File: src/rtl/lcd_bus_arbiter_if.sv
// Requester and HD44780 pins of the two-requester LCD bus arbiter.
// The master side is the requester pair and the slave side is the arbiter.
interface lcd_bus_arbiter_if;
   logic       req0;
   logic       req1;
   logic       rs0;
   logic       rs1;
   logic [7:0] byte0;
   logic [7:0] byte1;
   logic       last0;
   logic       last1;
   logic       ack0;
   logic       ack1;
   logic       en;
   logic       rs;
   logic [3:0] data;
   logic       busy;
   logic [1:0] grant;

   modport master (
      output req0, req1, rs0, rs1, byte0, byte1, last0, last1,
      input  ack0, ack1, en, rs, data, busy, grant
   );

   modport slave (
      input  req0, req1, rs0, rs1, byte0, byte1, last0, last1,
      output ack0, ack1, en, rs, data, busy, grant
   );
endinterface

File: src/rtl/lcd_bus_arbiter.sv
// Round-robin arbiter with transaction locking that shares one HD44780 4-bit bus.
// Each captured byte goes out as two enable strobes, high nibble first, then a settle wait.
module lcd_bus_arbiter #(
   parameter int unsigned SHORT_WAIT = 1,
   parameter int unsigned LONG_WAIT  = 2
) (
   input  logic            clk,
   input  logic            reset,
   lcd_bus_arbiter_if.slave bus
);

   localparam logic [7:0] SHORT_M1 = 8'(SHORT_WAIT - 1);
   localparam logic [7:0] LONG_M1  = 8'(LONG_WAIT - 1);

   typedef enum logic [2:0] {
      StIdle,
      StHiEn,
      StHiGap,
      StLoEn,
      StLoGap,
      StWait
   } state_e;

   state_e     state_q, state_d;
   logic       rs_q, rs_d;
   logic [7:0] byte_q, byte_d;
   logic       prev_q, prev_d;
   logic       lock_q, lock_d;
   logic [1:0] grant_q, grant_d;
   logic       ack0_q, ack0_d;
   logic       ack1_q, ack1_d;
   logic [7:0] cnt_q, cnt_d;

   logic       req_any;
   logic       winner;
   logic       long_cmd;

   // A lock pins the choice to the last served requester; otherwise alternate on contention.
   always_comb begin
      req_any = 1'b0;
      winner  = 1'b0;
      if (lock_q) begin
         req_any = prev_q ? bus.req1 : bus.req0;
         winner  = prev_q;
      end else if (bus.req0 && bus.req1) begin
         req_any = 1'b1;
         winner  = ~prev_q;
      end else if (bus.req0) begin
         req_any = 1'b1;
         winner  = 1'b0;
      end else if (bus.req1) begin
         req_any = 1'b1;
         winner  = 1'b1;
      end
   end

   // Clear display and return home need the long settle time.
   assign long_cmd = !rs_q && ((byte_q == 8'h01) || (byte_q == 8'h02) || (byte_q == 8'h03));

   always_comb begin
      state_d = state_q;
      rs_d    = rs_q;
      byte_d  = byte_q;
      prev_d  = prev_q;
      lock_d  = lock_q;
      grant_d = grant_q;
      ack0_d  = 1'b0;
      ack1_d  = 1'b0;
      cnt_d   = cnt_q;
      unique case (state_q)
         StIdle: begin
            if (req_any) begin
               state_d = StHiEn;
               rs_d    = winner ? bus.rs1 : bus.rs0;
               byte_d  = winner ? bus.byte1 : bus.byte0;
               lock_d  = winner ? ~bus.last1 : ~bus.last0;
               prev_d  = winner;
               grant_d = winner ? 2'b10 : 2'b01;
               ack0_d  = ~winner;
               ack1_d  = winner;
            end
         end
         StHiEn:  state_d = StHiGap;
         StHiGap: state_d = StLoEn;
         StLoEn:  state_d = StLoGap;
         StLoGap: begin
            state_d = StWait;
            cnt_d   = long_cmd ? LONG_M1 : SHORT_M1;
         end
         StWait: begin
            if (cnt_q == 8'd0) begin
               state_d = StIdle;
               if (!lock_q) begin
                  grant_d = 2'b00;
               end
            end else begin
               cnt_d = cnt_q - 8'd1;
            end
         end
         default: state_d = StIdle;
      endcase
   end

   always_ff @(posedge clk or negedge reset) begin
      if (!reset) begin
         state_q <= StIdle;
         rs_q    <= 1'b0;
         byte_q  <= 8'h00;
         prev_q  <= 1'b1;
         lock_q  <= 1'b0;
         grant_q <= 2'b00;
         ack0_q  <= 1'b0;
         ack1_q  <= 1'b0;
         cnt_q   <= 8'd0;
      end else begin
         state_q <= state_d;
         rs_q    <= rs_d;
         byte_q  <= byte_d;
         prev_q  <= prev_d;
         lock_q  <= lock_d;
         grant_q <= grant_d;
         ack0_q  <= ack0_d;
         ack1_q  <= ack1_d;
         cnt_q   <= cnt_d;
      end
   end

   assign bus.en    = (state_q == StHiEn) || (state_q == StLoEn);
   assign bus.rs    = rs_q;
   assign bus.data  = ((state_q == StHiEn) || (state_q == StHiGap)) ? byte_q[7:4] : byte_q[3:0];
   assign bus.busy  = (state_q != StIdle);
   assign bus.grant = grant_q;
   assign bus.ack0  = ack0_q;
   assign bus.ack1  = ack1_q;

   ack_exclusive: assert property (@(posedge clk) disable iff (!reset) !(bus.ack0 && bus.ack1));
   en_one_cycle:  assert property (@(posedge clk) disable iff (!reset) bus.en |=> !bus.en);

endmodule
File: src/flat_wrapper.sv
// flat-port wrapper written by rule: the top's interface ports become plain ports
module lcd_bus_arbiter_flat 
#(
   parameter int unsigned SHORT_WAIT = 1,
   parameter int unsigned LONG_WAIT  = 2
)
  (clk, reset, bus_req0, bus_req1, bus_rs0, bus_rs1, bus_byte0, bus_byte1, bus_last0, bus_last1, bus_ack0, bus_ack1, bus_en, bus_rs, bus_data, bus_busy, bus_grant);
  lcd_bus_arbiter_if bus_i ();
  input  logic clk;
  input  logic reset;
  input wire logic [$bits(bus_i.req0)-1:0] bus_req0;
  input wire logic [$bits(bus_i.req1)-1:0] bus_req1;
  input wire logic [$bits(bus_i.rs0)-1:0] bus_rs0;
  input wire logic [$bits(bus_i.rs1)-1:0] bus_rs1;
  input wire logic [$bits(bus_i.byte0)-1:0] bus_byte0;
  input wire logic [$bits(bus_i.byte1)-1:0] bus_byte1;
  input wire logic [$bits(bus_i.last0)-1:0] bus_last0;
  input wire logic [$bits(bus_i.last1)-1:0] bus_last1;
  output wire logic [$bits(bus_i.ack0)-1:0] bus_ack0;
  output wire logic [$bits(bus_i.ack1)-1:0] bus_ack1;
  output wire logic [$bits(bus_i.en)-1:0] bus_en;
  output wire logic [$bits(bus_i.rs)-1:0] bus_rs;
  output wire logic [$bits(bus_i.data)-1:0] bus_data;
  output wire logic [$bits(bus_i.busy)-1:0] bus_busy;
  output wire logic [$bits(bus_i.grant)-1:0] bus_grant;
  assign bus_i.req0 = bus_req0;
  assign bus_i.req1 = bus_req1;
  assign bus_i.rs0 = bus_rs0;
  assign bus_i.rs1 = bus_rs1;
  assign bus_i.byte0 = bus_byte0;
  assign bus_i.byte1 = bus_byte1;
  assign bus_i.last0 = bus_last0;
  assign bus_i.last1 = bus_last1;
  assign bus_ack0 = bus_i.ack0;
  assign bus_ack1 = bus_i.ack1;
  assign bus_en = bus_i.en;
  assign bus_rs = bus_i.rs;
  assign bus_data = bus_i.data;
  assign bus_busy = bus_i.busy;
  assign bus_grant = bus_i.grant;
  lcd_bus_arbiter #(.SHORT_WAIT(SHORT_WAIT), .LONG_WAIT(LONG_WAIT)) u_core (.clk(clk), .reset(reset), .bus(bus_i));
endmodule
File: config.mk
export PLATFORM = sky130hd
export DESIGN_NAME = lcd_bus_arbiter_flat
export DESIGN_NICKNAME = d
export VERILOG_FILES = /design/src/rtl/lcd_bus_arbiter_if.sv /design/src/rtl/lcd_bus_arbiter.sv /design/src/flat_wrapper.sv
export SDC_FILE = /design/constraint.sdc
export NUM_CORES = 1
export LEC_CHECK = 0
export CAP_MARGIN = 20
export CORE_UTILIZATION = 52
export CTS_CLUSTER_SIZE = 10
export DETAILED_ROUTE_END_ITERATION = 7
export GPL_TIMING_DRIVEN = 0
export PLACE_DENSITY = 0.9
export SKIP_CTS_REPAIR_TIMING = 1
export SLEW_MARGIN = 20
export SYNTH_ARGS = -nofsm -noshare
export SYNTH_HDL_FRONTEND = slang
export SYNTH_SLANG_ARGS = --single-unit
export TNS_END_PERCENT = 20
File: constraint.sdc
create_clock -name clk -period 3.9 [get_ports clk]
set_input_delay 0.39 -clock clk [delete_from_list [all_inputs] [get_ports clk]]
set_output_delay 0.39 -clock clk [all_outputs]
set_load 0.03 [all_outputs]
# ---- Word-level counts from Yosys, hierarchy flattened
# Cells that the tools add are included.
# W data, S select, Z words.
dict set report word_totals {
  ff_bits 26
  output_inout_bits 11
}
dict set report classes {
  add_sub_neg 1
  n_eq_ne 12
  mux 27
  n_bitwise 4
  reduce_logical 16
}
# operator count
set ops {}
lappend ops {{$pmux W3 S6} 1}
lappend ops {{$eq A8 B2 Y1 const B} 2}
lappend ops {{$mux W8} 2}
lappend ops {{$pmux W8 S2} 1}
lappend ops {{$mux W1} 15}
lappend ops {{$eq A8 B1 Y1 const B} 1}
lappend ops {{$logic_not A8 Y1} 1}
lappend ops {{$mux W2} 4}
lappend ops {{$sub A8 B1 Y8 const B} 1}
lappend ops {{$eq A3 B2 Y1 const B} 2}
lappend ops {{$eq A3 B3 Y1 const B} 2}
lappend ops {{$mux W3} 2}
lappend ops {{$reduce_and A2 Y1} 3}
lappend ops {{$logic_or A1 B1 Y1} 4}
lappend ops {{$mux W4} 1}
lappend ops {{$ne A2 B1 Y1 const B} 2}
lappend ops {{$ne A2 B2 Y1 const B} 2}
lappend ops {{$not A1 Y1} 4}
lappend ops {{$pmux W2 S2} 1}
lappend ops {{$reduce_and A4 Y1} 1}
lappend ops {{$reduce_bool A2 Y1} 2}
lappend ops {{$eq A3 B1 Y1 const B} 1}
lappend ops {{$logic_not A3 Y1} 1}
lappend ops {{$reduce_bool A3 Y1} 1}
lappend ops {{other kinds (2)} 3}

# ---- Depth between registers and ports, before layout
# Gate-level depths: netlist (run 1).
dict set report logic_depth {
  depth_word 7
  mapped_depth 6
  mapped_depth_nobuf 6
}

# ---- Worst setup path before layout (run 1)
# OpenSTA, ideal clock, no wires.
dict set report synth_timing {
  kind {reg-to-output}
  start {register u_core.state_q[0]}
  end {output port bus_data[0]}
  arrival_ps 1337
  required_time_ps 3510
  slack_ps 2173
  path_stages_with_launch 5
  path_buffers 1
  cell_sequence {dfrtp_1 > buf_2 > xnor2_1 > nor2_1 > mux2_2}
}
dict set report synth_between {
  elab_chain_len 3
}
# element line_no
set synth_lines {}
lappend synth_lines {{start, declared} lcd_bus_arbiter.sv:24} ;# state_e state_q, state_d;
lappend synth_lines {{start signal, assigned} lcd_bus_arbiter.sv:106} ;# state_q <= StIdle;
lappend synth_lines {{start signal, assigned} lcd_bus_arbiter.sv:116} ;# state_q <= state_d;
lappend synth_lines {{$eq A3 B1 Y1 or $eq A3 B2 Y1 (tied branches)} lcd_bus_arbiter.sv:130} ;# assign bus.data = ((state_q == StHiEn) || (state_q == StHiGap)) ? byte_q[7:4] : byte_q[3:0];
lappend synth_lines {{$logic_or A1 B1 Y1 (*)} lcd_bus_arbiter.sv:130}
lappend synth_lines {{$mux W4 (*)} lcd_bus_arbiter.sv:130}
lappend synth_lines {{end, declared} flat_wrapper.sv:23} ;# output wire logic [$bits(bus_i.data)-1:0] bus_data;
# Every way passes the cells marked *; elsewhere a longest branch is shown, timed or not.

# ---- Worst setup path in the final report (run 1)
# Ends and elaborated chain as after synthesis.

==> reports/qor.yml, run 1 <==
status: "finished, final reports clean"
dieArea_um2: 2906
rrSetupSlack_ns: 1.95
timing.rr.start: "u_core.cnt_q[0]$_DFFE_PN0P_"
rsz0062_at_grt: "no"
final_cells: 206
die_w_um: 53.91
fmax_mhz: 350.6
drt_pass1_iterations: 6
power.density_nw_per_um2: 871.1
p_comb_frac: 0.565
cts_buffers: 3
wire_per_inst_um: 15.02
track_usage: 0.2534
drc_errors: 0
syn_area_um2: 1401
slowest_stage: "clkdlybuf4s50_1"
worst-setup-path-type: "reg -> out"
grt_first_pass_wirelength_mm: 5.250
worstMarginPinSlew_ns: 0.5702
fin_ws_ns: 1.048
path_delay_family: "buffers and inverters"
place_ws_ns: 1.439
synth_flop_cell: "dfrtp_1"
cts_buffer_depth: 2
nets: 203
antenna_cells: 0
place_hpwl_mm: 2.370
worstPathArrival_ns: 2.46
chipHeight_um: 53.91
setup_viol: 0
synth_top_area_share: 0.4464
power_switching_w: 0.0006839
switching_share: 0.4298
power_leakage_nw: 0.7975
clkLatencyLatePin_ns: 0.33
io_pins: 35
antenna_left: 0
port_buffers: 34
cp-start-kind: "flip-flop"
synth-seq-area-share: 0.4652
p_total_w: 0.001591
hold_viol_final: 0
cp-end-kind: "output port"
ys_types: 43
wl_mm: 3.094
p_int_w: 0.0009074
max_cap_viol_count: 0
std_cell_rows: 18
finalCritPeriodShare: 0.7314
slowest_delay_ns: 0.61
cts_max_level: 1
hp-class: "in -> async"
async_flop_share: 1.000
drive_gt1_frac: 0.1250
slew_headroom: 0.6199
core-area_um2: 2522
yosysWarnings: 0
drt_iter0_drc: 41
path_clk_slew_ns: 0.14
p_clk_frac: 0.117
timing.rr.end: "u_core.cnt_q[6]$_DFFE_PN0P_"
grt_max_degree: 27
synth_edf_count: 0
antenna_found_initial: 0
place.gp.congestion: 0.9082
grt_pass1_vias: 1228
ys_ff_latch: 26
synth_top_area_cell: "dfrtp_1"
critPathMaxFanout: 10
cp_num_buf_inv: 2
synth.area.top_cells: "dfrtp_1 45%, mux2i_1 7.1%, o21ai_0 5.0%, mux2_2 4.0%, nand2_1 3.5%"
clock-sinks: 26
crit_cells: 5
skew_ns: 0.008664
final_common_cell: "clkdlybuf4s50_1"
crit_chain: "buf_2, xnor2_1, nor2_1, mux2_2, clkdlybuf4s50_1"
grt_overflow: 0
syn-num-nets: 164
syn_area_per_cell_um2: 10.15
syn_inst: 138
start_util: 0.5556
area_delta_synth_final_pct: 30.36
seq_power_share: 0.319
dp_cells: 202
tns_ns: 0
drv_slew: 0
final_cell_mix: "33 x clkdlybuf4s50_1, 25 x dfrtp_1, 14 x o21ai_0, 13 x nand2_1, 10 x mux2i_1"
num_vias: 1235
avgViaCountPerCell: 5.995
clock-root-buffer: "clkbuf_4"
peakVddDrop_mv: 0.7075
cts_tree: "yes"
finalWorstPathRequiredPeriod_ns: 2.852
rr_worst_depth: 6
worstPathRequired_ns: 3.51
[layout make-up]
class                      instances  area [µm²]
multi-input combinational        101       703.2
fill                             191       695.7
sequential                        26       651.9
timing repair buffer              34       335.3
tap                               30       37.54
clock inverter                     1       30.03
buffer                             6       27.53
clock buffer                       3       22.52
inverter                           5       18.77
[kinds of logic after synthesis]
logic type / Yosys count / synth area share
muxes: 15 / 0.1116
AOI/OAI and AO/OA: 39 / 0.1902
adders and majority gates: 2 / 0.01785
DFF: 26 / 0.4652
buffers and inverters: 11 / 0.03304
xor gates and xnor gates: 1 / 0.006251
and+or+nand+nor: 44 / 0.1759
[power by group through the flow]
stage	sequential (W)	combinational, W	clock (W)
after floorplan	0.000522	0.000581	0
after global placement	0.000501	0.000858	0
after detailed placement	0.000509	0.000890	0
after CTS	0.000505	0.000899	0.000187
after global routing	0.000525	0.000977	0.000199
final	0.000507	0.000899	0.000186
[sequential cells by signal, summed over array words and instances (netlist names)]
name	cells
u_core.bus.ack0	1
u_core.bus.ack1	1
u_core.bus.grant	2
u_core.bus.rs	1
u_core.byte_q	8
u_core.cnt_q	8
u_core.lock_q	1
u_core.prev_q	1
u_core.state_q	3
[synthesized netlist by cell type, drive strengths merged (3+ instances only)]
| master | count |
|---|---|
| a21oi | 5 |
| a22o | 4 |
| buf | 4 |
| dfrtp | 25 |
| inv | 5 |
| mux2 | 5 |
| mux2i | 10 |
| nand2 | 13 |
| nor2 | 6 |
| nor2b | 5 |
| nor3 | 3 |
| o21ai | 15 |
| or3 | 4 |
[stage by stage]
step / util / cell area [µm²] / hold WS [ns]
5_1_grt: 0.7242 / 1827 / 0.08536
3_5_place_dp: 0.7034 / 1774 / 0.4196
6_report: 0.7242 / 1827 / 0.03422
3_3_place_gp: 0.7054 / 1779 / 0.4598
4_1_cts: 0.7242 / 1827 / 0.05755
2_1_floorplan: - / 1401 / 0.09441
[how the worst max path moves through the flow]
stage / startpoint / end
floorplan: u_core.state_q[0]$_DFFE_PN0P_ / bus_data[0]
global placement: u_core.state_q[0]$_DFFE_PN0P_ / bus_data[0]
detailed placement: u_core.state_q[0]$_DFFE_PN0P_ / bus_data[0]
CTS: u_core.state_q[0]$_DFFE_PN0P_ / bus_data[0]
global route: u_core.state_q[0]$_DFFE_PN0P_ / bus_data[1]
finish: u_core.state_q[0]$_DFFE_PN0P_ / bus_data[0]
[per-layer routing]
layer  global-route usage  share of wire
met1               0.2977           0.41
met2               0.4527           0.51
met3              0.06215          0.067
met4              0.07018          0.012
met5                    0              0
[worst reg2reg max path, stage by stage, from the launching register on]
cell      delay [ns]
dfrtp_1         0.43
inv_1           0.13
ha_1            0.21
or3b_2          0.49
nor3_1          0.22
a31oi_1         0.13
a311oi_1        0.25
No activity file was read; power rests on OpenSTA's default activity.
==> run 2, diff against run 1 <==
--- a/config.mk
+++ b/config.mk
@@ -6,11 +6,11 @@
 export NUM_CORES = 1
 export LEC_CHECK = 0
 export CAP_MARGIN = 20
-export CORE_UTILIZATION = 52
+export CORE_UTILIZATION = 44
 export CTS_CLUSTER_SIZE = 10
 export DETAILED_ROUTE_END_ITERATION = 7
 export GPL_TIMING_DRIVEN = 0
-export PLACE_DENSITY = 0.9
+export PLACE_DENSITY = 0.82
 export SKIP_CTS_REPAIR_TIMING = 1
 export SLEW_MARGIN = 20
 export SYNTH_ARGS = -nofsm -noshare
==> constraint.sdc (replaced) <==
create_clock -name clk -period 2.6 [get_ports clk]
set_input_delay 0.26 -clock clk [delete_from_list [all_inputs] [get_ports clk]]
set_output_delay 0.26 -clock clk [all_outputs]
set_load 0.03 [all_outputs]
==> reports/qor.yml, run 2 (synthesis results as in run 1) <==
worstPathArrival_ns: 1.96
drv_slew: 0
final_common_cell: "clkdlybuf4s50_1"
slew_headroom: 0.6187
grt_max_degree: 27
whs_ns: 0.4448
area_delta_synth_final_pct: 33.21
final_cell_mix: "29 x clkdlybuf4s50_1, 25 x dfrtp_1, 14 x o21ai_0, 13 x nand2_1, 10 x mux2i_1"
cts_tree: "yes"
std_cell_rows: 20
max_cap_viol_count: 0
setup_viol: 0
hold_viol_final: 0
power.density_nw_per_um2: 1263
rr_worst_depth: 6
start_util: 0.4628
avgViaCountPerCell: 5.398
skew_ns: 0.001963
clkLatencyLatePin_ns: 0.32
drive_gt1_frac: 0.1299
num_vias: 1193
seq_area_um2: 651.9
wl_met3_um: 130
fillers: 270
timing.rr.end: "u_core.cnt_q[6]$_DFFE_PN0P_"
cp-end-kind: "output port"
clock-root-buffer: "clkbuf_4"
finalWorstPathRequiredPeriod_ns: 2.222
dpl_cell_area_um2: 1792
worst-setup-path-type: "reg -> out"
dr_wl_met2_mm: 1.489
rsz0062_at_grt: "no"
fin_ws_ns: 0.3777
place.gp.congestion: 0.8193
fmax_mhz: 450.0
worstMarginPinSlew_ns: 0.5719
cp-start-kind: "flip-flop"
nets: 204
final_area_um2: 1867
track_usage: 0.1936
hp-class: "in -> async"
antenna_found_initial: 0
grt_first_pass_wirelength_mm: 5.050
wl_mm: 3.013
antenna_left: 0
core-area_um2: 3028
dieArea_um2: 3415
tns_ns: 0
die_w_um: 58.44
cts_buffers: 3
drt_pass1_iterations: 4
rrSetupSlack_ns: 0.72
place_ws_ns: 0.2717
grt_pass1_vias: 1152
drt_iter0_drc: 35
chipHeight_um: 58.44
antenna_cells: 0
reg_top3: "u_core.byte_q: 8 flops, u_core.cnt_q: 8 flops, u_core.state_q: 3 flops"
io_pins: 35
worstPathRequired_ns: 2.34
status: "finished, final reports clean"
power_leakage_nw: 0.8489
multiInputGateArea_um2: 705.7
finalCritPeriodShare: 0.8547
peakVddDrop_mv: 0.6877
cts_buffer_depth: 2
cts_max_level: 1
clock-sinks: 26
critPathLaunch: "u_core.state_q[0]$_DFFE_PN0P_"
critPathMaxFanout: 10
highest_layer: "met4"
wire_per_inst_um: 13.63
met1_length_mm: 1.370
path_clk_slew_ns: 0.14
drc_errors: 0
place_hpwl_mm: 2.321
port_buffers: 34
timing.rr.start: "u_core.cnt_q[1]$_DFFE_PN0P_"
grt_overflow: 0
## run 2: layout make-up
type                            count  share of cell area
Sequential cell                    26              0.3492
Clock inverter                      1             0.01609
Buffer                              6             0.01475
Clock buffer                        3             0.01206
Multi-Input combinational cell    101              0.3780
Timing Repair Buffer               35              0.1903
Tap cell                           44             0.02949
Inverter                            5             0.01005
## run 2: power breakdown
group	total (W)	internal, W	switching [W]
combinational	0.00132	0.000605	0.000713
sequential	0.000762	0.000592	0.000170
clock	0.000277	0.000156	0.000122
## run 2: worst max-delay path: stages (launching register included)
cell            delay [ns]
dfrtp_1               0.43
buf_2                 0.20
xnor2_1               0.15
nor2_2                0.24
mux2_2                0.38
dlymetal6s2s_1        0.24
## run 2: how the worst max path moves through the flow
stage / end / slack, ns / depth (start not counted)
floorplan: u_core.cnt_q[6]$_DFFE_PN0P_ / 0.88 / 6
global placement: bus_data[0] / 0.34 / 5
detailed placement: bus_data[0] / 0.27 / 5
CTS: bus_data[0] / -0.11 / 5
global route: bus_data[0] / 0.27 / 5
finish: bus_data[3] / 0.38 / 5
## run 2: stage by stage
step,total power (W),utilization,std cells
floorplan,0.001655,-,138
global placement,0.002050,0.5934,216
detailed placement,0.002095,0.5917,216
CTS,0.002374,0.6091,220
global route,0.002532,0.6165,221
finish,0.002358,0.6165,221
## run 2: per-layer routing
metal  global-route usage  vias to the layer above
li1                     -                      591
met1               0.2436                      565
met2               0.3317                       33
met3              0.03516                        4
met4              0.07483                        0
met5                    0                        -
